`config.mk`:
```
export PLATFORM = sky130hd
export DESIGN_NAME = matrix_store_ctrl
export DESIGN_NICKNAME = d
export VERILOG_FILES = /design/src/rtl/matrix_store_ctrl.sv
export SDC_FILE = /design/constraint.sdc
export NUM_CORES = 2
export LEC_CHECK = 0
export BUFFER_PORTS_ARGS = -buffer_cell sky130_fd_sc_hd__buf_2
export CAP_MARGIN = 20
export CORE_UTILIZATION = 45
export CTS_BUF_LIST = sky130_fd_sc_hd__clkbuf_16
export DETAILED_ROUTE_END_ITERATION = 16
export GPL_TIMING_DRIVEN = 0
export PLACE_DENSITY_LB_ADDON = 0.1
export REMOVE_ABC_BUFFERS = 1
export SLEW_MARGIN = 10
export SYNTH_ARGS = -nofsm -noshare
export SYNTH_HDL_FRONTEND = slang
export SYNTH_SLANG_ARGS = --single-unit
```
`constraint.sdc`:
```
create_clock -name clk -period 29.8 [get_ports clk]
set_clock_uncertainty 0.1 [all_clocks]
set_input_delay 8.94 -clock clk [delete_from_list [all_inputs] [get_ports clk]]
set_output_delay 8.94 -clock clk [all_outputs]
set_load 0.02 [all_outputs]
```
`src/rtl/matrix_store_ctrl.sv`:
```
// Matrix store: staged row-major writes committed atomically into a slot pool
// bucketed by (rows,cols); reads stream one bucket ordinal. Option: MATRIX_STORE_OVERWRITE_EN.
module matrix_store_ctrl #(
  parameter int DATA_WIDTH   = 8,
  parameter int MAX_SIZE     = 5,
  parameter int MATRIX_NUM   = 8,
  parameter int MAX_PER_SIZE = 4,
  localparam int SLOT_W = (MATRIX_NUM > 1) ? $clog2(MATRIX_NUM) : 1,
  localparam int ORD_W  = $clog2(MAX_PER_SIZE + 1),
  localparam int RIDX_W = (ORD_W > 1) ? ORD_W - 1 : 1,
  localparam int UC_W   = $clog2(MATRIX_NUM + 1)
) (
  input  logic                  clk,
  input  logic                  rst,
  output logic                  idle_o,
  input  logic                  wr_start_i,
  input  logic [2:0]            wr_row_i,
  input  logic [2:0]            wr_col_i,
  input  logic                  wr_valid_i,
  output logic                  wr_ready_o,
  input  logic [DATA_WIDTH-1:0] wr_data_i,
  output logic                  wr_done_o,
  output logic                  wr_err_o,
  output logic [SLOT_W-1:0]     wr_slot_o,
  input  logic                  rd_req_i,
  input  logic [2:0]            rd_row_i,
  input  logic [2:0]            rd_col_i,
  input  logic [RIDX_W-1:0]     rd_idx_i,
  output logic                  rd_valid_o,
  input  logic                  rd_ready_i,
  output logic [DATA_WIDTH-1:0] rd_data_o,
  output logic                  rd_last_o,
  output logic                  rd_err_o,
  output logic [2:0]            rd_dim_row_o,
  output logic [2:0]            rd_dim_col_o,
  input  logic [2:0]            cnt_row_i,
  input  logic [2:0]            cnt_col_i,
  output logic [ORD_W-1:0]      cnt_out_o,
  output logic [UC_W-1:0]       used_cnt_o
);
  localparam int NE    = MAX_SIZE * MAX_SIZE;
  localparam int CNT_W = $clog2(NE + 1);
  localparam int BK_W  = (NE > 1) ? $clog2(NE) : 1;
  localparam logic [2:0]       MAXS = 3'(MAX_SIZE);
  localparam logic [ORD_W-1:0] MAXP = ORD_W'(MAX_PER_SIZE);

  localparam logic [1:0] S_IDLE = 2'd0, S_FILL = 2'd1, S_COMMIT = 2'd2, S_RD = 2'd3;

  function automatic logic dims_ok(input logic [2:0] r, input logic [2:0] c);
    return (r != 3'd0) && (r <= MAXS) && (c != 3'd0) && (c <= MAXS);
  endfunction

  function automatic logic [BK_W-1:0] bidx(input logic [2:0] r, input logic [2:0] c);
    return BK_W'((int'(r) - 1) * MAX_SIZE + int'(c) - 1);
  endfunction

  logic [1:0]            state_q;
  logic [DATA_WIDTH-1:0] mem_q   [MATRIX_NUM][NE];
  logic [DATA_WIDTH-1:0] stage_q [NE];
  logic [SLOT_W-1:0]     list_q  [NE][MAX_PER_SIZE];
  logic [ORD_W-1:0]      bcnt_q  [NE];
  logic [MATRIX_NUM-1:0] used_q;
  logic [UC_W-1:0]       used_cnt_q;
  logic [2:0]            w_row_q, w_col_q, rd_row_q, rd_col_q;
  logic [CNT_W-1:0]      w_n_q, w_elem_q, rd_n_q, rd_elem_q;
  logic [SLOT_W-1:0]     rd_slot_q, wr_slot_q;
  logic [ORD_W-1:0]      cnt_q;
  logic                  wr_done_q, wr_err_q, rd_err_q;

  logic [BK_W-1:0]   wb, rb;
  logic              free_found, cm_ok, cm_evict;
  logic [SLOT_W-1:0] free_slot, cm_slot;

  assign wb = bidx(w_row_q, w_col_q);
  assign rb = bidx(rd_row_i, rd_col_i);

  always_comb begin
    free_found = 1'b0;
    free_slot  = '0;
    for (int i = MATRIX_NUM - 1; i >= 0; i--) begin
      if (!used_q[i]) begin
        free_found = 1'b1;
        free_slot  = SLOT_W'(i);
      end
    end
  end

  // Commit decision: append into a free slot, or (optionally) recycle the bucket's oldest slot.
  always_comb begin
    cm_ok    = 1'b0;
    cm_evict = 1'b0;
    cm_slot  = free_slot;
    if (bcnt_q[wb] != MAXP) begin
      cm_ok = free_found;
    end else begin
`ifdef MATRIX_STORE_OVERWRITE_EN
      cm_ok    = 1'b1;
      cm_evict = 1'b1;
      cm_slot  = list_q[wb][0];
`endif
    end
  end

  always_ff @(posedge clk) begin
    if (!rst) begin
      if (state_q == S_FILL && wr_valid_i) stage_q[w_elem_q] <= wr_data_i;
      if (state_q == S_COMMIT && cm_ok) begin
        for (int e = 0; e < NE; e++) mem_q[cm_slot][e] <= stage_q[e];
        if (cm_evict) begin
          for (int k = 0; k < MAX_PER_SIZE - 1; k++) list_q[wb][k] <= list_q[wb][k+1];
          list_q[wb][MAX_PER_SIZE-1] <= cm_slot;
        end else begin
          list_q[wb][bcnt_q[wb]] <= cm_slot;
        end
      end
    end
  end

  always_ff @(posedge clk) begin
    if (rst) begin
      state_q    <= S_IDLE;
      used_q     <= '0;
      used_cnt_q <= '0;
      for (int b = 0; b < NE; b++) bcnt_q[b] <= '0;
      w_row_q    <= '0;
      w_col_q    <= '0;
      w_n_q      <= '0;
      w_elem_q   <= '0;
      rd_row_q   <= '0;
      rd_col_q   <= '0;
      rd_n_q     <= '0;
      rd_elem_q  <= '0;
      rd_slot_q  <= '0;
      wr_slot_q  <= '0;
      cnt_q      <= '0;
      wr_done_q  <= 1'b0;
      wr_err_q   <= 1'b0;
      rd_err_q   <= 1'b0;
    end else begin
      wr_done_q <= 1'b0;
      wr_err_q  <= 1'b0;
      rd_err_q  <= 1'b0;
      cnt_q     <= dims_ok(cnt_row_i, cnt_col_i) ? bcnt_q[bidx(cnt_row_i, cnt_col_i)] : '0;
      case (state_q)
        S_IDLE: begin
          if (wr_start_i) begin
            if (dims_ok(wr_row_i, wr_col_i)) begin
              w_row_q  <= wr_row_i;
              w_col_q  <= wr_col_i;
              w_n_q    <= CNT_W'(wr_row_i) * CNT_W'(wr_col_i);
              w_elem_q <= '0;
              state_q  <= S_FILL;
            end else begin
              wr_err_q <= 1'b1;
            end
          end else if (rd_req_i) begin
            if (dims_ok(rd_row_i, rd_col_i) && (ORD_W'(rd_idx_i) < bcnt_q[rb])) begin
              rd_slot_q <= list_q[rb][rd_idx_i];
              rd_row_q  <= rd_row_i;
              rd_col_q  <= rd_col_i;
              rd_n_q    <= CNT_W'(rd_row_i) * CNT_W'(rd_col_i);
              rd_elem_q <= '0;
              state_q   <= S_RD;
            end else begin
              rd_err_q <= 1'b1;
            end
          end
        end
        S_FILL: begin
          if (wr_valid_i) begin
            if (w_elem_q == w_n_q - CNT_W'(1)) state_q <= S_COMMIT;
            else w_elem_q <= w_elem_q + CNT_W'(1);
          end
        end
        S_COMMIT: begin
          if (cm_ok) begin
            wr_done_q <= 1'b1;
            wr_slot_q <= cm_slot;
            if (!cm_evict) begin
              used_q[cm_slot] <= 1'b1;
              used_cnt_q      <= used_cnt_q + UC_W'(1);
              bcnt_q[wb]      <= bcnt_q[wb] + ORD_W'(1);
            end
          end else begin
            wr_err_q <= 1'b1;
          end
          state_q <= S_IDLE;
        end
        default: begin
          if (rd_ready_i) begin
            if (rd_last_o) state_q <= S_IDLE;
            else rd_elem_q <= rd_elem_q + CNT_W'(1);
          end
        end
      endcase
    end
  end

  assign idle_o       = (state_q == S_IDLE);
  assign wr_ready_o   = (state_q == S_FILL);
  assign rd_valid_o   = (state_q == S_RD);
  assign rd_data_o    = rd_valid_o ? mem_q[rd_slot_q][rd_elem_q] : '0;
  assign rd_last_o    = rd_valid_o && (rd_elem_q == rd_n_q - CNT_W'(1));
  assign rd_dim_row_o = rd_row_q;
  assign rd_dim_col_o = rd_col_q;
  assign wr_done_o    = wr_done_q;
  assign wr_err_o     = wr_err_q;
  assign wr_slot_o    = wr_slot_q;
  assign rd_err_o     = rd_err_q;
  assign cnt_out_o    = cnt_q;
  assign used_cnt_o   = used_cnt_q;
endmodule

```
==> impl_metrics.py <==
metrics = {
    "worst_setup_path": {
        "cp_max_fo": 35,
        "max_stage_delay_ps": 730,
        "critPathKind": "reg -> out",
        "cp.required_ps": 20760,
        "worstPathCellList": "buf_16 > buf_12 > buf_12 > buf_16 > buf_16 > buf_16 > mux4_2 > mux2i_1 > o221ai_1 > nand3_1 > o21ai_0 > o211ai_1 > o311ai_0 > buf_2",
        "crit_path_frequent_cell": "buf_16",
        "startpoint_type": "flip-flop",
        "endpoint_kind": "output pin",
        "crit_slowest_cell": "dfxtp_4",
        "arrival_ps": 5870,
    },
    "global_route": {
        "antenna_found_initial": 26,
        "track_usage_pct": 21.9,
        "grt_first_pass_wirelength_um": 312000,
        "grt_pass1_vias": 43600,
        "grt_max_degree": 87,
        "overflow": 0,
    },
    "clock_tree": {
        "cts_buffers": 228,
        "clockRootBuffer": "clkbuf_16",
        "cts_tree": "yes",
        "cts.repair.resized": 0,
        "clock_latency_ps": 860,
        "cts_max_level": 4,
        "path_clk_slew_ps": 60,
        "clk_path_buf_depth": 3,
        "post-cts-setup-buffer-count": 0,
        "clkSinkCount": 2257,
        "hold_buffers": 0,
    },
    "power_and_ir_drop": {
        "p_per_area_nw_per_um2": 80.1,
        "ir_drop_v": 0.0000605,
        "power.leakage_nw": 32.4,
        "power_frac_comb_pct": 23.4,
        "power_switching_w": 0.00237,
        "swShare_pct": 28.6,
        "p_int_w": 0.00592,
        "seqPwrFrac_pct": 43.9,
        "pwr-share-clk_pct": 32.6,
    },
    "synth": {
        "syn_area_per_cell_um2": 21.3,
        "synth_edf_count": 2196,
        "ys_ff_latch": 2257,
        "ys_seq_area_share_pct": 75.3,
        "yosys_warnings": 0,
        "ys.flop_type": "edfxtp_1",
        "synth_async_sr_flop_share_pct": 0,
        "synthCells": 4196,
        "netlist_area_um2": 89200,
        "yosysUniqueCellTypes": 70,
    },
    "floorplan": {
        "die_h_um": 447,
        "start_util_pct": 45.3,
        "die_width_um": 447,
        "die_area_um2": 200000,
        "io_pins": 65,
        "core_um2": 197000,
        "num_rows": 163,
    },
    "final_layout": {
        "fillCellCount": 15500,
        "area_growth_pct": 15.9,
        "design_area_um2": 103000,
        "drive_above_1_share_pct": 27.5,
        "nets": 4557,
    },
    "routing": {
        "dr_total_vias": 42100,
        "drtAntennaViolNets": 0,
        "wl_um": 215000,
        "wl_per_cell_um": 29.5,
        "remaining_drc_errors": 0,
        "dr.pass1.iters": 8,
        "viasPerCell": 5.78,
        "drt_iter0_drc": 3888,
    },
    "place": {
        "dpl_cell_area_um2": 96300,
        "dp_hpwl_um": 139000,
        "gp_congestion": 0.791,
        "portBuffers": 64,
    },
    "timing": {
        "slew_headroom_pct": 26.4,
        "rsz0062_at_grt": "false",
        "setup_violations": 0,
        "min_period_over_period_pct": 50.0,
        "finalHoldViolations": 0,
        "worstMarginPinSlew_ps": 1100,
        "min_period_ps": 14910,
        "fmax_mhz": 67.1,
        "slew_viol_final": 0,
        "fin_tns_setup_ps": 0,
    },
    "job": {
        "max_cap_violations": 0,
    },
    "worst_hold_path": {
        "hold_path.class": "reg -> reg",
    },
    "status": {
        "status": "finished, final reports clean",
    },
}
-- per-stage QoR --
| step | util [%] | total power (W) | std cells | hold slack [ps] | setup slack, ps |
|---|---|---|---|---|---|
| 2_1_floorplan | - | 0.00535 | 3965 | 358 | 2060 |
| 3_3_place_gp | 46.6 | 0.00636 | 6669 | 350 | -20440 |
| 3_5_place_dp | 48.9 | 0.00567 | 6867 | 358 | 14290 |
| 4_1_cts | 52.4 | 0.00837 | 7280 | 377 | 14470 |
| 5_1_grt | 52.5 | 0.00860 | 7284 | 397 | 14380 |
| 6_report | 52.5 | 0.00828 | 7287 | 373 | 14890 |
-- state kept, by name, summed over array words and instances, names as in the netlist, 4 cells and up, named ones only --
| register | count |
|---|---|
| used_q | 8 |
| rd_elem_q | 5 |
| w_n_q | 5 |
| rd_n_q | 5 |
| bcnt_q | 96 |
| used_cnt_o | 4 |
| w_elem_q | 5 |
| stage_q | 200 |
| mem_q | 1600 |
| list_q | 300 |
-- per-layer routing --
layer | vias to the layer above | GRT usage (%) | part of all wire [%]
met1 | 22700 | 30.8 | 43
met4 | 6 | 4.88 | 2.0
li1 | 18000 | - | -
met3 | 291 | 3.02 | 5.0
met2 | 1140 | 36.4 | 50
met5 | - | 0 | 0.019
-- cells by family (layout without fill, tap and decap cells) --
kind of cell               Yosys count  after routing  share of synthesized area, %
DFF                               2257           2257                          75.3
muxes                              771            771                          17.5
and+or+nand+nor                    560            560                          2.86
buffers and inverters              291            738                          1.40
AOI/OAI and AO/OA                  215            215                          1.55
adders and majority gates           63             63                          1.02
xor gates and xnor gates            39             39                         0.408
other                                0              4                             0
-- critical path: cells and delay by family, from the launching register on --
family	cells	cell delay, ps
buf+inv	7	2020
mux	2	740
simple gates	1	220
compound gates	4	1190
flops	1	730
-- area by class of cell --
class | instances | area [µm²] | share of cell area [%]
timing repair buffer | 265 | 4550 | 4.40
inverter | 60 | 230 | 0.223
clock inverter | 181 | 1220 | 1.18
sequential | 2257 | 67200 | 65.0
multi-input combinational | 1648 | 21100 | 20.4
antenna | 4 | 10.0 | 0.00968
tap | 2640 | 3300 | 3.20
clock buffer | 232 | 5810 | 5.62
-- path summary, 6_finish.rpt --
path | start | to | slack (ps) | depth (start not counted)
setup / recovery | flip-flop | rd_data_o[0] | 14890 | 14
hold / removal | wr_slot_o[1]$_SDFFE_PP0N_ | wr_slot_o[1]$_SDFFE_PP0N_ | 370 | 2
setup reg to reg | w_row_q[0]$_SDFFE_PP0P_ | mem_q[4][25]$_DFFE_PP_ | 21090 | 31
hold reg to reg | wr_slot_o[1]$_SDFFE_PP0N_ | wr_slot_o[1]$_SDFFE_PP0N_ | 370 | 2
-- synthesized netlist by cell type, drive strengths merged, types with 3 or more instances --
library cell	number	area (µm²)
mux2	4	45.0
a21boi	3	22.5
o211ai	7	52.6
nand3b	6	45.0
and2	16	100
or2	3	18.8
a22oi	20	150
nor2	227	852
o22ai	19	125
mux4	627	14100
clkbuf	113	424
a21oi	44	220
nor3b	4	35.0
ha	47	588
xor2	17	156
o31ai	3	22.5
xnor2	22	208
o2111ai	3	26.3
edfxtp	2196	65900
nand3	26	135
buf	118	597
o21ai	61	309
or3	4	25.0
fa	16	320
a31oi	5	31.3
dfxtp	61	1220
nor2b	16	100
o311ai	3	26.3
inv	60	225
a211oi	15	113
o21a	3	22.5
nand2b	9	56.3
o221ai	5	43.8
mux2i	140	1400
nand2	118	445
nor3	102	556
nand4	10	62.6
and3	17	106
-- power groups by stage --
stage	sequential (W)	clock, W	combinational, W
after CTS	0.00364	0.00276	0.00197
after detailed placement	0.00371	0	0.00196
after global placement	0.00402	0	0.00234
after global routing	0.00365	0.00288	0.00207
after floorplan	0.00384	0	0.00150
final	0.00364	0.00270	0.00194
-- placed cells by master (no fill, tap or decap), types with 42 or more instances in the layout --
master and instances:
a21oi_1 44, dfxtp_1 53, inv_1 114, buf_2 64, clkbuf_16 232, buf_12 50
clkinv_1 54, mux2i_1 140, mux4_2 627, edfxtp_1 2196, buf_8 70, o21ai_0 58
buf_16 78, nor3_1 93, ha_1 42, nand2_1 117, nor2_1 196
Note: power is estimated with default switching activity, not from simulation.
